## src/rtl/mem_copy_pkg.sv

```systemverilog
// Shared types for the RC4 memory copy/fill engine.
// State and mode encodings used by the top and its next-state logic.
package mem_copy_pkg;

  typedef enum logic [2:0] {
    IDLE,
    WAIT_GRANT,
    READ,
    WAIT,
    WRITE,
    DONE
  } state_e;

  typedef enum logic {
    COPY = 1'b0,
    FILL = 1'b1
  } mode_e;

endpackage

```

## src/rtl/mem_copy_engine_next_state.sv

```systemverilog
// Combinational next-state logic for the copy/fill engine.
// Reset priority is applied by the state register in the top.
module mem_copy_engine_next_state
  import mem_copy_pkg::*;
#(
  parameter int READ_LATENCY = 1
) (
  input  state_e state_i,
  input  logic   start_i,
  input  logic   len_zero_i,
  input  mode_e  mode_i,
  input  logic   src_gnt_i,
  input  logic   dst_gnt_i,
  input  logic   lat_zero_i,
  input  logic   last_i,
  output state_e state_o
);

  logic gnt_ok;

  assign gnt_ok = dst_gnt_i &&
                  ((mode_i == FILL) || src_gnt_i);

  always_comb begin
    state_o = state_i;
    unique case (state_i)
      IDLE: begin
        if (start_i)
          state_o = len_zero_i ? DONE : WAIT_GRANT;
      end
      WAIT_GRANT: begin
        if (gnt_ok)
          state_o = (mode_i == COPY) ? READ : WRITE;
      end
      READ: begin
        state_o = (READ_LATENCY > 1) ? WAIT : WRITE;
      end
      WAIT: begin
        if (lat_zero_i)
          state_o = WRITE;
      end
      WRITE: begin
        if (last_i)
          state_o = DONE;
        else if (mode_i == COPY)
          state_o = READ;
      end
      DONE: begin
        if (!start_i)
          state_o = IDLE;
      end
      default: state_o = IDLE;
    endcase
  end

endmodule

```

## src/rtl/mem_copy_engine.sv

```systemverilog
// Memory-to-memory copy / constant fill engine with RAM arbitration.
// Config is latched on start; outputs decode from registered state.
module mem_copy_engine
  import mem_copy_pkg::*;
#(
  parameter int DATA_WIDTH   = 8,
  parameter int ADDR_WIDTH   = 5,
  parameter int LEN_WIDTH    = 6,
  parameter int READ_LATENCY = 1
) (
  input  logic                  clk,
  input  logic                  reset,
  input  logic                  start,
  input  logic                  mode,
  input  logic [ADDR_WIDTH-1:0] src_base,
  input  logic [ADDR_WIDTH-1:0] dst_base,
  input  logic [LEN_WIDTH-1:0]  length,
  input  logic [DATA_WIDTH-1:0] fill_value,
  output logic                  busy,
  output logic                  finish,
  output logic                  access_source_request,
  input  logic                  access_source_granted,
  output logic                  access_destination_request,
  input  logic                  access_destination_granted,
  output logic [ADDR_WIDTH-1:0] source_addr,
  input  logic [DATA_WIDTH-1:0] source_q,
  output logic [ADDR_WIDTH-1:0] destination_addr,
  output logic [DATA_WIDTH-1:0] destination_data,
  output logic                  destination_wren
);

  // WAIT lasts LAT_INIT+1 cycles, giving READ_LATENCY-1 in total
  localparam logic [1:0] LAT_INIT =
    (READ_LATENCY > 1) ? 2'(READ_LATENCY - 2) : 2'd0;

  state_e                state_q, state_d;
  mode_e                 mode_q, mode_d;
  logic [ADDR_WIDTH-1:0] src_q, src_d;
  logic [ADDR_WIDTH-1:0] dst_q, dst_d;
  logic [LEN_WIDTH-1:0]  len_q, len_d;
  logic [LEN_WIDTH-1:0]  cnt_q, cnt_d;
  logic [DATA_WIDTH-1:0] fill_q, fill_d;
  logic [1:0]            lat_q, lat_d;
  logic                  last_word;

  assign last_word = (cnt_q == len_q - LEN_WIDTH'(1));

  mem_copy_engine_next_state #(
    .READ_LATENCY(READ_LATENCY)
  ) u_next (
    .state_i    (state_q),
    .start_i    (start),
    .len_zero_i (length == '0),
    .mode_i     (mode_q),
    .src_gnt_i  (access_source_granted),
    .dst_gnt_i  (access_destination_granted),
    .lat_zero_i (lat_q == 2'd0),
    .last_i     (last_word),
    .state_o    (state_d)
  );

  always_ff @(posedge clk) begin
    if (reset) state_q <= IDLE;
    else       state_q <= state_d;
  end

  always_comb begin
    mode_d = mode_q;
    src_d  = src_q;
    dst_d  = dst_q;
    len_d  = len_q;
    cnt_d  = cnt_q;
    fill_d = fill_q;
    lat_d  = lat_q;
    if (state_q == IDLE && start) begin
      mode_d = mode_e'(mode);
      src_d  = src_base;
      dst_d  = dst_base;
      len_d  = length;
      fill_d = fill_value;
      cnt_d  = '0;
    end
    if (state_q == READ)
      lat_d = LAT_INIT;
    if (state_q == WAIT)
      lat_d = lat_q - 2'd1;
    if (state_q == WRITE) begin
      src_d = src_q + ADDR_WIDTH'(1);
      dst_d = dst_q + ADDR_WIDTH'(1);
      cnt_d = cnt_q + LEN_WIDTH'(1);
    end
  end

  always_ff @(posedge clk) begin
    if (reset) begin
      mode_q <= COPY;
      src_q  <= '0;
      dst_q  <= '0;
      len_q  <= '0;
      cnt_q  <= '0;
      fill_q <= '0;
      lat_q  <= '0;
    end else begin
      mode_q <= mode_d;
      src_q  <= src_d;
      dst_q  <= dst_d;
      len_q  <= len_d;
      cnt_q  <= cnt_d;
      fill_q <= fill_d;
      lat_q  <= lat_d;
    end
  end

  logic in_xfer;
  logic rd_phase;

  always_comb begin
    in_xfer  = (state_q == WAIT_GRANT) ||
               (state_q == READ) ||
               (state_q == WAIT) ||
               (state_q == WRITE);
    rd_phase = (mode_q == COPY) &&
               ((state_q == READ) ||
                (state_q == WAIT) ||
                (state_q == WRITE));
    busy                       = in_xfer;
    finish                     = (state_q == DONE);
    access_destination_request = in_xfer;
    access_source_request      = in_xfer &&
                                 (mode_q == COPY);
    source_addr      = '0;
    destination_addr = '0;
    destination_data = '0;
    destination_wren = 1'b0;
    if (rd_phase)
      source_addr = src_q;
    if (state_q == WRITE) begin
      destination_wren = 1'b1;
      destination_addr = dst_q;
      destination_data = (mode_q == COPY) ?
                         source_q : fill_q;
    end
  end

endmodule

```

## config.mk

```make
export PLATFORM = sky130hd
export DESIGN_NAME = mem_copy_engine
export DESIGN_NICKNAME = d
export VERILOG_FILES = /design/src/rtl/mem_copy_pkg.sv /design/src/rtl/mem_copy_engine_next_state.sv /design/src/rtl/mem_copy_engine.sv
export SDC_FILE = /design/constraint.sdc
export NUM_CORES = 1
export LEC_CHECK = 0
export CAP_MARGIN = 40
export CORE_MARGIN = 3
export CORE_UTILIZATION = 35
export CTS_BUF_LIST = sky130_fd_sc_hd__clkbuf_2 sky130_fd_sc_hd__clkbuf_4 sky130_fd_sc_hd__clkbuf_8
export DETAILED_ROUTE_END_ITERATION = 10
export GPL_TIMING_DRIVEN = 0
export HOLD_SLACK_MARGIN = 0.06
export PLACE_DENSITY_LB_ADDON = 0.2
export SYNTH_ARGS = -nofsm -noshare
export SYNTH_HDL_FRONTEND = slang
export SYNTH_SLANG_ARGS = --single-unit
```

## constraint.sdc

```tcl
create_clock -name clk -period 1.75 [get_ports clk]
set_input_delay 0.35 -clock clk [delete_from_list [all_inputs] [get_ports clk]]
set_output_delay 0.35 -clock clk [all_outputs]
set_load 0.05 [all_outputs]
```

### Word-level counts from Yosys, hierarchy flattened

Index checks and enable logic that the tools add are counted.

* $mul: 0
* shifts and indexed selects: 0
* add/sub/neg operators: 5
* bitwise operators: 1
* divide/modulo/power cells: 0
* muxes and demuxes: 22
* reduce and logical (&&, ||, !) cells: 16
* $lt $le $gt $ge: 0
* eq/ne operators: 11

Operators with widths (number)
* $mux W5: 6
* $mux W3: 8
* $pmux W3 S6: 1
* $mux W8: 2
* $mux W6: 2
* $add A5 B1 Y5 const B: 2
* $add A6 B1 Y6 const B: 1
* $eq A3 B2 Y1 const B: 2
* $eq A3 B3 Y1 const B: 2
* $eq A6 B6 Y1: 1
* $logic_not A6 Y1: 1
* $logic_or A1 B1 Y1: 6
* $sub A6 B1 Y6 const B: 1
* $reduce_and A5 Y1: 1
* $logic_and A1 B1 Y1: 4
* $mux W2: 2
* $ne A2 B1 Y1 const B: 2
* $ne A2 B2 Y1 const B: 2
* $reduce_bool A2 Y1: 2
* $eq A3 B1 Y1 const B: 1
* $logic_not A3 Y1: 1
* $ne A3 B3 Y1 const B: 1
* $logic_not A2 Y1: 1
* $sub A2 B1 Y2 const B: 1
* 2 further kinds: 2

* bits in read-only memories: 0
* memories: 0
* register bits after elaboration: 36
* memory bits (writable): 0
* word-level logic and storage cells: 63
* output and inout bits: 23
* input bits: 38
* bits in latches: 0

### Depth between registers and ports, before layout

Gate-level depths: netlist of run 1.

* depth in word-level cells: 5
* depth in mapped cells: 9
* gate-level depth less buffers: 7

### Cells and area by module

A second synthesis of run 1 with hierarchy kept.

* cells, all modules: 257
* area total of the unflattened synthesis: 2015.7 um^2

By module, submodules not included
* mem_copy_engine: instances 1, cells an instance 238, area each 1864.3 um^2, sequential area each 720.7 um^2
* mem_copy_engine_next_state: instances 1, cells an instance 19, area each 151.4 um^2, sequential area each 0.0 um^2

### Least setup slack after synthesis of run 1

Ideal clock, no wire load.

* kind: flip-flop to output port
* from: register state_q[2]
* to: output port access_source_request
* data arrival time: 2.328 ns
* path slack: -0.928 ns
* path buffers: 2
* required time: 1.400 ns
* stages on the path, launching flop included: 5
* cell sequence: dfxtp_1 > buf_2 > buf_2 > xnor2_1 > nor2b_1

* longest elaborated chain between the ends: 5
* elaborated cells on any way between the ends: 8
* those cells by class: 4 x eq/ne; 4 x reduce/logical

Ends and longest elaborated chain
* from (decl): RTL line mem_copy_engine.sv:36 `state_e state_q, state_d;`
* from (signal assigned): RTL line mem_copy_engine.sv:64 `else state_q <= state_d;`
* $eq A3 B1 Y1 or $eq A3 B2 Y1 (tied branches): RTL line mem_copy_engine.sv:118, mem_copy_engine.sv:119
* $logic_or A1 B1 Y1: RTL line mem_copy_engine.sv:118 `in_xfer = (state_q == WAIT_GRANT) ||`
* $logic_or A1 B1 Y1: RTL line mem_copy_engine.sv:119 `(state_q == READ) ||`
* $logic_or A1 B1 Y1 *: RTL line mem_copy_engine.sv:120 `(state_q == WAIT) ||`
* named net access_destination_request: RTL line mem_copy_engine.sv:23 `output logic access_destination_request,`
* $logic_and A1 B1 Y1 *: RTL line mem_copy_engine.sv:129 `access_source_request = in_xfer &&`
* to (decl): RTL line mem_copy_engine.sv:21 `output logic access_source_request,`

Mark *: on every way through the listed nets, which the timed path passes. The rest lies on a longest branch.

### Final worst setup path of run 1

* from: register state_q[2]
* to: output port source_addr[2]

* longest elaborated chain between the ends: 5
* elaborated cells on any way between the ends: 7
* those cells by class: 3 x eq/ne; 1 x mux; 3 x reduce/logical

Ends and longest elaborated chain
* $eq A3 B2 Y1, on equally long branches: RTL line mem_copy_engine.sv:123, mem_copy_engine.sv:124
* $logic_or A1 B1 Y1: RTL line mem_copy_engine.sv:123 `((state_q == READ) ||`
* $logic_or A1 B1 Y1 *: RTL line mem_copy_engine.sv:124 `(state_q == WAIT) ||`
* $logic_and A1 B1 Y1 *: RTL line mem_copy_engine.sv:122 `rd_phase = (mode_q == COPY) &&`
* $mux W5 *: RTL line mem_copy_engine.sv:135 `if (rd_phase)`
* to (decl): RTL line mem_copy_engine.sv:25 `output logic [ADDR_WIDTH-1:0] source_addr,`

Every way passes the cells marked *; elsewhere a longest branch is shown, timed or not.

==> results of run 1 <==
-- critical path: stages (launching register included) --
cell and delay (ns):
dfxtp_4 0.36, buf_8 0.12, nand2b_4 0.15, a21oi_4 0.22, and2_4 0.19, buf_8 0.14
-- sequential cells by signal (all words and copies together) (netlist names) --
register,count
cnt_q,6
dst_q,5
len_q,6
lat_q,2
state_q,3
src_q,5
fill_q,8
mode_q,1
-- layout by cell type (no fill, tap or decap), types with 3 or more instances in the layout --
master / Yosys / routed
nor2_1: 21 / 13
ha_1: 5 / 4
o21ai_0: 6 / 6
nand3b_1: 3 / 3
buf_8: 0 / 14
nand3_1: 6 / 6
buf_6: 2 / 14
inv_1: 6 / 6
and2_4: 0 / 9
xor2_1: 3 / 3
dfxtp_1: 36 / 30
xnor2_1: 6 / 5
clkdlybuf4s50_1: 0 / 36
mux2i_1: 9 / 9
dfxtp_4: 0 / 4
nand4_1: 4 / 4
and2_1: 15 / 6
a22oi_1: 3 / 3
nor4_1: 4 / 3
nand2b_1: 5 / 4
nand2_1: 35 / 35
nor3_1: 8 / 8
a21oi_1: 32 / 31
clkbuf_8: 0 / 6
buf_4: 3 / 20
clkbuf_1: 7 / 4
nor2_2: 1 / 9
-- where the power goes --
group | leakage [nW] | switching [mW] | internal (mW)
clock network | 0.0510 | 0.295 | 0.314
logic | 0.922 | 0.391 | 0.374
registers | 0.298 | 0.0585 | 0.881
-- path summary, 6_finish.rpt --
check,from,end,slack [ns],cells past startpoint
setup / recovery,state_q[2],source_addr[2],-0.06,5
hold / removal,fill_q[1],fill_q[1],0.46,2
setup reg to reg,len_q[0],state_q[2],0.13,5
hold reg to reg,fill_q[1],fill_q[1],0.46,2
-- cell type report --
| class | count | area (um^2) | share of cell area [%] |
|---|---|---|---|
| Sequential cell | 36 | 738 | 22.8 |
| Clock buffer | 6 | 82.6 | 2.55 |
| Timing Repair Buffer | 79 | 816 | 25.2 |
| Tap cell | 72 | 90.1 | 2.78 |
| Multi-Input combinational cell | 200 | 1340 | 41.4 |
| Buffer | 15 | 133 | 4.10 |
| Inverter | 7 | 28.8 | 0.889 |
| Clock inverter | 2 | 10.0 | 0.309 |
-- cell families (layout without fill, tap and decap cells) --
| family | Yosys count | after routing | share of synthesized area (%) |
|---|---|---|---|
| muxes | 11 | 11 | 5.44 |
| AOI/OAI and AO/OA | 59 | 59 | 17.4 |
| and+or+nand+nor | 116 | 116 | 29.4 |
| adders and majority gates | 5 | 5 | 3.02 |
| xor gates and xnor gates | 9 | 9 | 3.81 |
| buffers and inverters | 25 | 109 | 6.17 |
| DFF | 36 | 36 | 34.8 |
-- through the flow --
step / utilization, % / TNS [ns] / cell area [um^2] / instances / hold WS, ns
floorplan: - / -1.54 / 2110 / 261 / 0.436
global route: 57.7 / -1.34 / 3240 / 417 / 0.476
detailed placement: 49.9 / -26.96 / 2800 / 393 / 0.448
finish: 57.7 / -0.442 / 3240 / 417 / 0.457
global placement: 49.9 / -26.47 / 2800 / 393 / 0.443
CTS: 55.1 / -1.11 / 3090 / 412 / 0.457
-- what timing repair did --
item                                   in CTS  in global routing
buffers inserted                           13                  6
pin swaps                                   6                 13
gates resized for setup                   189                 37
endpoints found under the hold margin       0                  0
setup endpoints to repair                  51                 41
-- routing by layer --
metal,track usage (%),vias to the layer above,share of wire (%)
li1,-,1072,-
met1,22.6,963,47
met2,28.7,38,50
met3,4.37,4,3.2
met4,4.46,0,0.58
met5,0,-,0
==> impl_metrics.csv, run 1 <==
group,metric,value,unit
logic_synthesis,yosysSeqAreaShare,34.8,%
timing,finalSetupViolCount,9,
logic_synthesis,synth_top_area_cell,"dfxtp_1",
power,powerDensity,715,mW/mm^2
drt,drt_first_pass_iters,4,
critical_path,required,1.40,ns
timing,maxSlewHeadroom,66.5,%
timing,hold_viol,0,
run,drv_cap,0,
timing,setup_ws,-0.0560,ns
clock_network,clkTransAtPathRegs,0.07,ns
global_routing,grt_overflow,0,
logic_synthesis,ys_ff_latch,36,
power,p_leak,1.27,nW
clock_network,tritoncts,"yes",
timing,fin_worst_skew,0.00642,ns
logic_synthesis,synth_top_area_share,34.8,%
cells_and_area,drive_gt1_share,29.9,%
global_routing,grt_max_degree,12,
critical_path,timing_worst_setup_path_type,"flip-flop to primary output",
global_routing,grtUsageTotal,17.4,%
clock_network,clock_sinks,36,
logic_synthesis,synthFlopType,"dfxtp_1",
drt,antenna_left,0,
global_routing,grt_pass1_wl,9910,um
clock_network,cts_buffers,5,
cells_and_area,layout.nets,387,
clock_network,clk_latency,0.29,ns
cells_and_area,n_fill_cell,575,
logic_synthesis,async_flop_share,0,%
power,p_total,2.31,mW
logic_synthesis,synth.cell_area,0.00207,mm^2
clock_network,holdBufCountCts,0,
status,outcome,"finished with violations",
drt,wirelength,5830,um
logic_synthesis,syn-num-nets,304,
timing,post-route-min-period,1.81,ns
placed_design,place_ws,-0.863,ns
placed_design,port-buffer-count,60,
die,coreArea,0.00561,mm^2
drt,drtIter0Drc,78,
drt,drcViolationCount,0,
global_routing,grt_pass1_vias,2063,
die,die_area,0.00687,mm^2
critical_path,crit_path_start_kind,"flip-flop",
logic_synthesis,yosys-top-cells-count,"dfxtp_1 (36), nand2_1 (35), a21oi_1 (32)",
die,io_pins,61,
timing,fmax,0.554,GHz
die,start_util,36.9,%
placed_design,place.gp.congestion,0.827,
clock_network,cts-htree-levels,2,
logic_synthesis,synth_edf_count,0,
logic_synthesis,syn_inst,261,
timing,slew_viol_final,0,
power,vdd_drop_max,0.543,mV
timing,worst_pin_slew,0.503,ns
drt,num_vias,2077,
cells_and_area,area_delta_synth_final,56.4,%
critical_path,cp.arrival,1.46,ns
critical_path,crit_fanout,5,
drt,vias_per_cell,4.98,
status,violations,"setup timing",
logic_synthesis,postSynthAreaPerCell,7.93,um^2
drt,wl_per_cell,14.0,um
logic_synthesis,yosysUniqueCellTypes,50,
min_path,hold_path.class,"flip-flop to flip-flop",
global_routing,antenna_found_initial,0,
die,die_x,82.9,um
logic_synthesis,synth_area_leaders,"dfxtp_1 (35%), a21oi_1 (7.7%), nand2_1 (6.3%)",
cells_and_area,antenna_cells,0,
clock_network,clk_path_buf_depth,2,
die,dieHeight,82.9,um
die,row_count,27,
timing,rsz0062_at_grt,"yes",
logic_synthesis,synth.most_common_cell,"dfxtp_1",
clock_network,clock-root-buffer,"clkbuf_8",
timing,finalCritPeriodShare,103,%
placed_design,dp_hpwl,4060,um
critical_path,end_kind,"primary output",
logic_synthesis,ys_warn_count,0,
Note: power is estimated with default switching activity, not from simulation.
==> run 2, diff against run 1 <==
--- a/config.mk
+++ b/config.mk
@@ -6,7 +6,6 @@
 export NUM_CORES = 1
 export LEC_CHECK = 0
 export CAP_MARGIN = 40
-export CORE_MARGIN = 3
 export CORE_UTILIZATION = 35
 export CTS_BUF_LIST = sky130_fd_sc_hd__clkbuf_2 sky130_fd_sc_hd__clkbuf_4 sky130_fd_sc_hd__clkbuf_8
 export DETAILED_ROUTE_END_ITERATION = 10
==> impl_metrics.csv, run 2 (same netlist as run 1, synthesis figures left out) <==
group,metric,value,unit
drt,drcViolationCount,0,
die,row_count,27,
timing,fin_worst_skew,0.00811,ns
critical_path,critical_path.top_delay_family,"buffers and inverters",
global_routing,grt_pass1_wl,9260,um
clock_network,clk_latency,0.30,ns
die,start_util,36.9,%
cells_and_area,n_fill_cell,536,
timing,setup_ws,-0.0618,ns
critical_path,crit_path_start_kind,"flip-flop",
timing,finalCritPeriodShare,104,%
cells_and_area,top_register,"fill_q",
drt,vias_per_cell,5.02,
status,violations,"setup timing",
placed_design,dp_hpwl,3870,um
cells_and_area,mostFrequentLayoutCell,"clkdlybuf4s50_1",
die,die_x,78.9,um
placed_design,place.gp.congestion,0.751,
critical_path,crit_fanout,6,
timing,maxSlewHeadroom,64.2,%
clock_network,clkTransAtPathRegs,0.07,ns
cells_and_area,reg.largest.list,"fill_q: 8 flops, cnt_q: 6 flops, len_q: 6 flops",
die,dieHeight,78.9,um
global_routing,antenna_found_initial,0,
global_routing,grt_max_degree,12,
clock_network,cts-htree-levels,2,
cells_and_area,layout.nets,388,
critical_path,crit_buf_inv,5,
cells_and_area,antenna_cells,0,
global_routing,grtUsageTotal,19.6,%
clock_network,clk_path_buf_depth,2,
power,p_leak,1.29,nW
clock_network,cts_buffers,5,
drt,wirelength,5870,um
timing,fin_tns_setup,-0.439,ns
critical_path,cpMostUsedCell,"buf_8",
timing,fmax,0.552,GHz
critical_path,cp.arrival,1.46,ns
clock_network,tritoncts,"yes",
power,powerDensity,753,mW/mm^2
drt,drt_first_pass_iters,4,
die,io_pins,61,
global_routing,grt_overflow,0,
placed_design,dp_cells,393,
timing,post-route-min-period,1.81,ns
timing,finalSetupViolCount,8,
clock_network,clock-root-buffer,"clkbuf_8",
clock_network,clock_sinks,36,
critical_path,cp_slowest_stage_delay,0.36,ns
timing,hold_viol,0,
min_path,hold_path.class,"flip-flop to flip-flop",
cells_and_area,fin_cells,418,
cells_and_area,layout_common_cells,"clkdlybuf4s50_1 (36), nand2_1 (35), a21oi_1 (31), dfxtp_1 (30), buf_4 (21)",
timing,worst_pin_slew,0.524,ns
status,outcome,"finished with violations",
drt,drtIter0Drc,101,
critical_path,crit_slowest_cell,"dfxtp_4",
global_routing,grt_pass1_vias,1915,
cells_and_area,area_delta_synth_final,59.9,%
die,coreArea,0.00561,mm^2
placed_design,port-buffer-count,60,
critical_path,required,1.40,ns
power,vdd_drop_max,0.424,mV
cells_and_area,largest_reg_flops,8,
run,drv_cap,0,
critical_path,timing_worst_setup_path_type,"flip-flop to primary output",
drt,wl_per_cell,14.0,um
critical_path,cp_cell_sequence,"buf_12, nand2_4, inv_4, buf_6, buf_8, and2_4, buf_8",
timing,slew_viol_final,0,
drt,num_vias,2099,
critical_path,end_kind,"primary output",
cells_and_area,drive_gt1_share,32.4,%
die,die_area,0.00622,mm^2
timing,rsz0062_at_grt,"yes",
drt,antenna_left,0,
## run 2: changes by cell type in the layout (fill, tap and decap cells not counted), sizes merged
cell          delta
clkinv           -1
dlymetal6s2s     -1
buf              +1
dlygate4sd2      +1
bufinv           +1
## run 2: what timing repair did
| action | CTS | global route |
|---|---|---|
| endpoints found under the setup margin | 40 | 33 |
| endpoints found under the hold margin | 0 | 0 |
| gates cloned | 0 | 0 |
| hold buffers | 0 | 0 |
| buffers inserted | 14 | 6 |
| resized for setup | 186 | 49 |
| pin swaps | 8 | 10 |
## run 2: layout make-up
type	count	area (um^2)	share of cell area, %
buffer	15	126	3.82
clock inverter	2	35.0	1.06
tap	72	90.1	2.72
clock buffer	6	76.3	2.31
inverter	7	28.8	0.870
timing repair buffer	80	825	24.9
sequential	36	736	22.2
multi-input combinational	200	1390	42.1
## run 2: final timing paths
check	start	endpoint	slack [ns]	cells past startpoint
max	state_q[2]	destination_addr[1]	-0.06	7
max reg2reg	len_q[1]	state_q[2]	0.07	5
min reg2reg	fill_q[0]	fill_q[0]	0.46	2
min	fill_q[0]	fill_q[0]	0.46	2
## run 2: worst register-to-register path, stage by stage, from the launching register on
cell,delay (ns)
dfxtp_2,0.34
or3_4,0.41
nor3_4,0.20
xnor2_1,0.13
nand4_1,0.20
a311oi_2,0.30
## run 2: report_power, final
group          internal, mW  switching, mW  leakage, nW
combinational         0.396          0.403        0.936
clock                 0.438          0.310       0.0586
sequential            0.881         0.0636        0.298
## run 2: metal layers
metal | GRT usage (%) | vias up | wire [um]
met1 | 25.1 | 971 | 2720
li1 | - | 1073 | -
met5 | 0 | - | 0
met2 | 31.8 | 47 | 2820
met4 | 7.82 | 0 | 95
met3 | 4.37 | 8 | 243
## run 2: per-stage QoR
step	util (%)	total power, mW	hold WS [ns]	cell area [um^2]	setup WS, ns
after floorplan	-	1.39	0.436	2110	-0.189
after global placement	49.9	1.61	0.442	2800	-0.834
after detailed placement	49.9	1.62	0.453	2800	-0.850
after CTS	55.5	2.43	0.464	3110	-0.0966
after global routing	59.0	2.60	0.485	3310	-0.123
final	59.0	2.49	0.462	3310	-0.0618
==> run 3, diff against run 2 <==
--- a/config.mk
+++ b/config.mk
@@ -11,7 +11,6 @@
 export DETAILED_ROUTE_END_ITERATION = 10
 export GPL_TIMING_DRIVEN = 0
 export HOLD_SLACK_MARGIN = 0.06
-export PLACE_DENSITY_LB_ADDON = 0.2
 export SYNTH_ARGS = -nofsm -noshare
 export SYNTH_HDL_FRONTEND = slang
 export SYNTH_SLANG_ARGS = --single-unit
==> constraint.sdc (replaced) <==
create_clock -name clk -period 2.3 [get_ports clk]
set_input_delay 0.46 -clock clk [delete_from_list [all_inputs] [get_ports clk]]
set_output_delay 0.46 -clock clk [all_outputs]
set_load 0.05 [all_outputs]
==> impl_metrics.csv, run 3 (same netlist as run 1, synthesis figures left out) <==
group,metric,value,unit
status,outcome,"finished, final reports clean",
cells_and_area,drive_gt1_share,17.7,%
die,coreArea,0.00561,mm^2
timing,fin_tns_setup,0,ns
drt,drtIter0Drc,73,
timing,maxSlewHeadroom,60.5,%
timing,fmax,0.454,GHz
global_routing,use_met2,30.5,%
power,seq_power_share,42.6,%
die,start_util,36.9,%
clock_network,cts_setup_buffers,0,
clock_network,clkTransAtPathRegs,0.07,ns
drt,num_vias,2006,
drt,wl_per_cell,13.4,um
cells_and_area,reg.largest.list,"fill_q: 8 flops, cnt_q: 6 flops, len_q: 6 flops",
clock_network,clk_path_buf_depth,2,
die,dieHeight,78.9,um
clock_network,clock_sinks,36,
cells_and_area,largest_reg_flops,8,
critical_path,cp.arrival,1.74,ns
critical_path,reg2reg_to,"state_q[2]",
timing,holdWs,0.462,ns
cells_and_area,layout_common_cells,"clkdlybuf4s50_1 (37), dfxtp_1 (36), nand2_1 (35), a21oi_1 (31), nor2_1 (21)",
die,row_count,27,
clock_network,holdBufCountCts,0,
placed_design,place.gp.congestion,0.776,
critical_path,reg2regPathDepth,6,
timing,finalSetupViolCount,0,
power,vdd_drop_max,0.351,mV
drt,antenna_left,0,
cells_and_area,mostFrequentLayoutCell,"clkdlybuf4s50_1",
placed_design,place_ws,-0.407,ns
placed_design,dp_hpwl,3910,um
cells_and_area,layout.nets,370,
global_routing,met3_usage,4.02,%
placed_design,port-buffer-count,60,
min_path,hold_path.class,"flip-flop to flip-flop",
clock_network,cts_buffers,5,
die,die_x,78.9,um
critical_path,timing_worst_setup_path_type,"flip-flop to primary output",
drt,drcViolationCount,0,
min_path,hold_path.startpoint,"fill_q[1]",
run,drv_cap,0,
power,comb_power_share,29.1,%
global_routing,antenna_found_initial,0,
timing,hold_viol,0,
min_path,whs_endpoint,"fill_q[1]",
clock_network,clock-root-buffer,"clkbuf_8",
cells_and_area,antenna_cells,0,
power,p_total,1.66,mW
global_routing,grt_max_degree,12,
global_routing,grtUsageTotal,18.0,%
power,powerDensity,595,mW/mm^2
power,power.switching,544,uW
power,p_sw_share,32.7,%
cells_and_area,area_delta_synth_final,35.2,%
clock_network,clk_latency,0.29,ns
critical_path,r2r-start,"len_q[0]",
timing,finalCritPeriodShare,95.8,%
die,io_pins,61,
critical_path,ff2ff_setup_slack,0.52,ns
timing,rsz0062_at_grt,"no",
critical_path,crit_fanout,10,
timing,worst_pin_slew,0.592,ns
clock_network,tritoncts,"yes",
cells_and_area,top_register,"fill_q",
timing,slew_viol_final,0,
drt,vias_per_cell,5.02,
critical_path,crit_path_start_kind,"flip-flop",
clock_network,cts-htree-levels,2,
power,clock_power_share,28.3,%
die,die_area,0.00622,mm^2
global_routing,use_met1,23.1,%
global_routing,grt.busiest_layer,"met2",
min_path,whs_path_depth,2,
power,internal_power,1.12,mW
timing,fin_worst_skew,0.0103,ns
timing,post-route-min-period,2.20,ns
power,p_leak,1.11,nW
critical_path,end_kind,"primary output",
critical_path,required,1.84,ns
global_routing,grt_overflow,0,
drt,wirelength,5350,um
timing,setup_ws,0.0962,ns
global_routing,grt_pass1_wl,8820,um
drt,drt_first_pass_iters,4,
critical_path,startpoint,"state_q[2]",
global_routing,grt_pass1_vias,1885,
## run 3: critical path: stages (launching register included)
cell and delay [ns]:
dfxtp_1 0.30, buf_2 0.16, buf_2 0.20, nand2b_2 0.26, a21oi_4 0.21, and2_1 0.15, buf_4 0.19
## run 3: layout make-up
class	count	area, um^2
Fill cell	603	2810
Multi-Input combinational cell	200	1250
Sequential cell	36	721
Timing Repair Buffer	60	519
Buffer	17	101
Tap cell	72	90.1
Clock buffer	6	82.6
Inverter	7	26.3
Clock inverter	2	10.0
## run 3: how the worst max path moves through the flow
| stage | endpoint | slack, ns | cells after the start |
|---|---|---|---|
| after global placement | source_addr[0] | -0.41 | 6 |
| after global routing | destination_addr[3] | 0.002 | 8 |
| after detailed placement | source_addr[4] | -0.41 | 6 |
| after floorplan | access_source_request | 0.07 | 4 |
| after CTS | destination_addr[2] | -0.002 | 6 |
| final | source_addr[4] | 0.1 | 6 |
## run 3: metrics by stage
stage	area [um^2]	cells	util, %
floorplan	2080	261	-
global placement	2770	393	49.4
detailed placement	2770	393	49.4
CTS	2850	401	50.7
global route	2800	400	49.9
finish	2800	400	49.9
## run 3: what timing repair did
action,4_1_cts,5_1_grt
pin swaps,0,1
cloned,0,0
gates resized for setup,89,33
endpoints found under the setup margin,23,21
## run 3: power groups by stage
| stage | Clock [mW] | Sequential, mW | Combinational (mW) |
|---|---|---|---|
| detailed placement | 0 | 0.721 | 0.499 |
| CTS | 0.476 | 0.707 | 0.492 |
| finish | 0.470 | 0.709 | 0.485 |
| global route | 0.509 | 0.716 | 0.531 |
| global placement | 0 | 0.720 | 0.495 |
| floorplan | 0 | 0.711 | 0.336 |
## run 3: routing by layer
metal	share of wire (%)	up-vias
li1	-	1037
met1	49	913
met2	47	52
met3	4.1	4
met4	0.75	0
met5	0	-
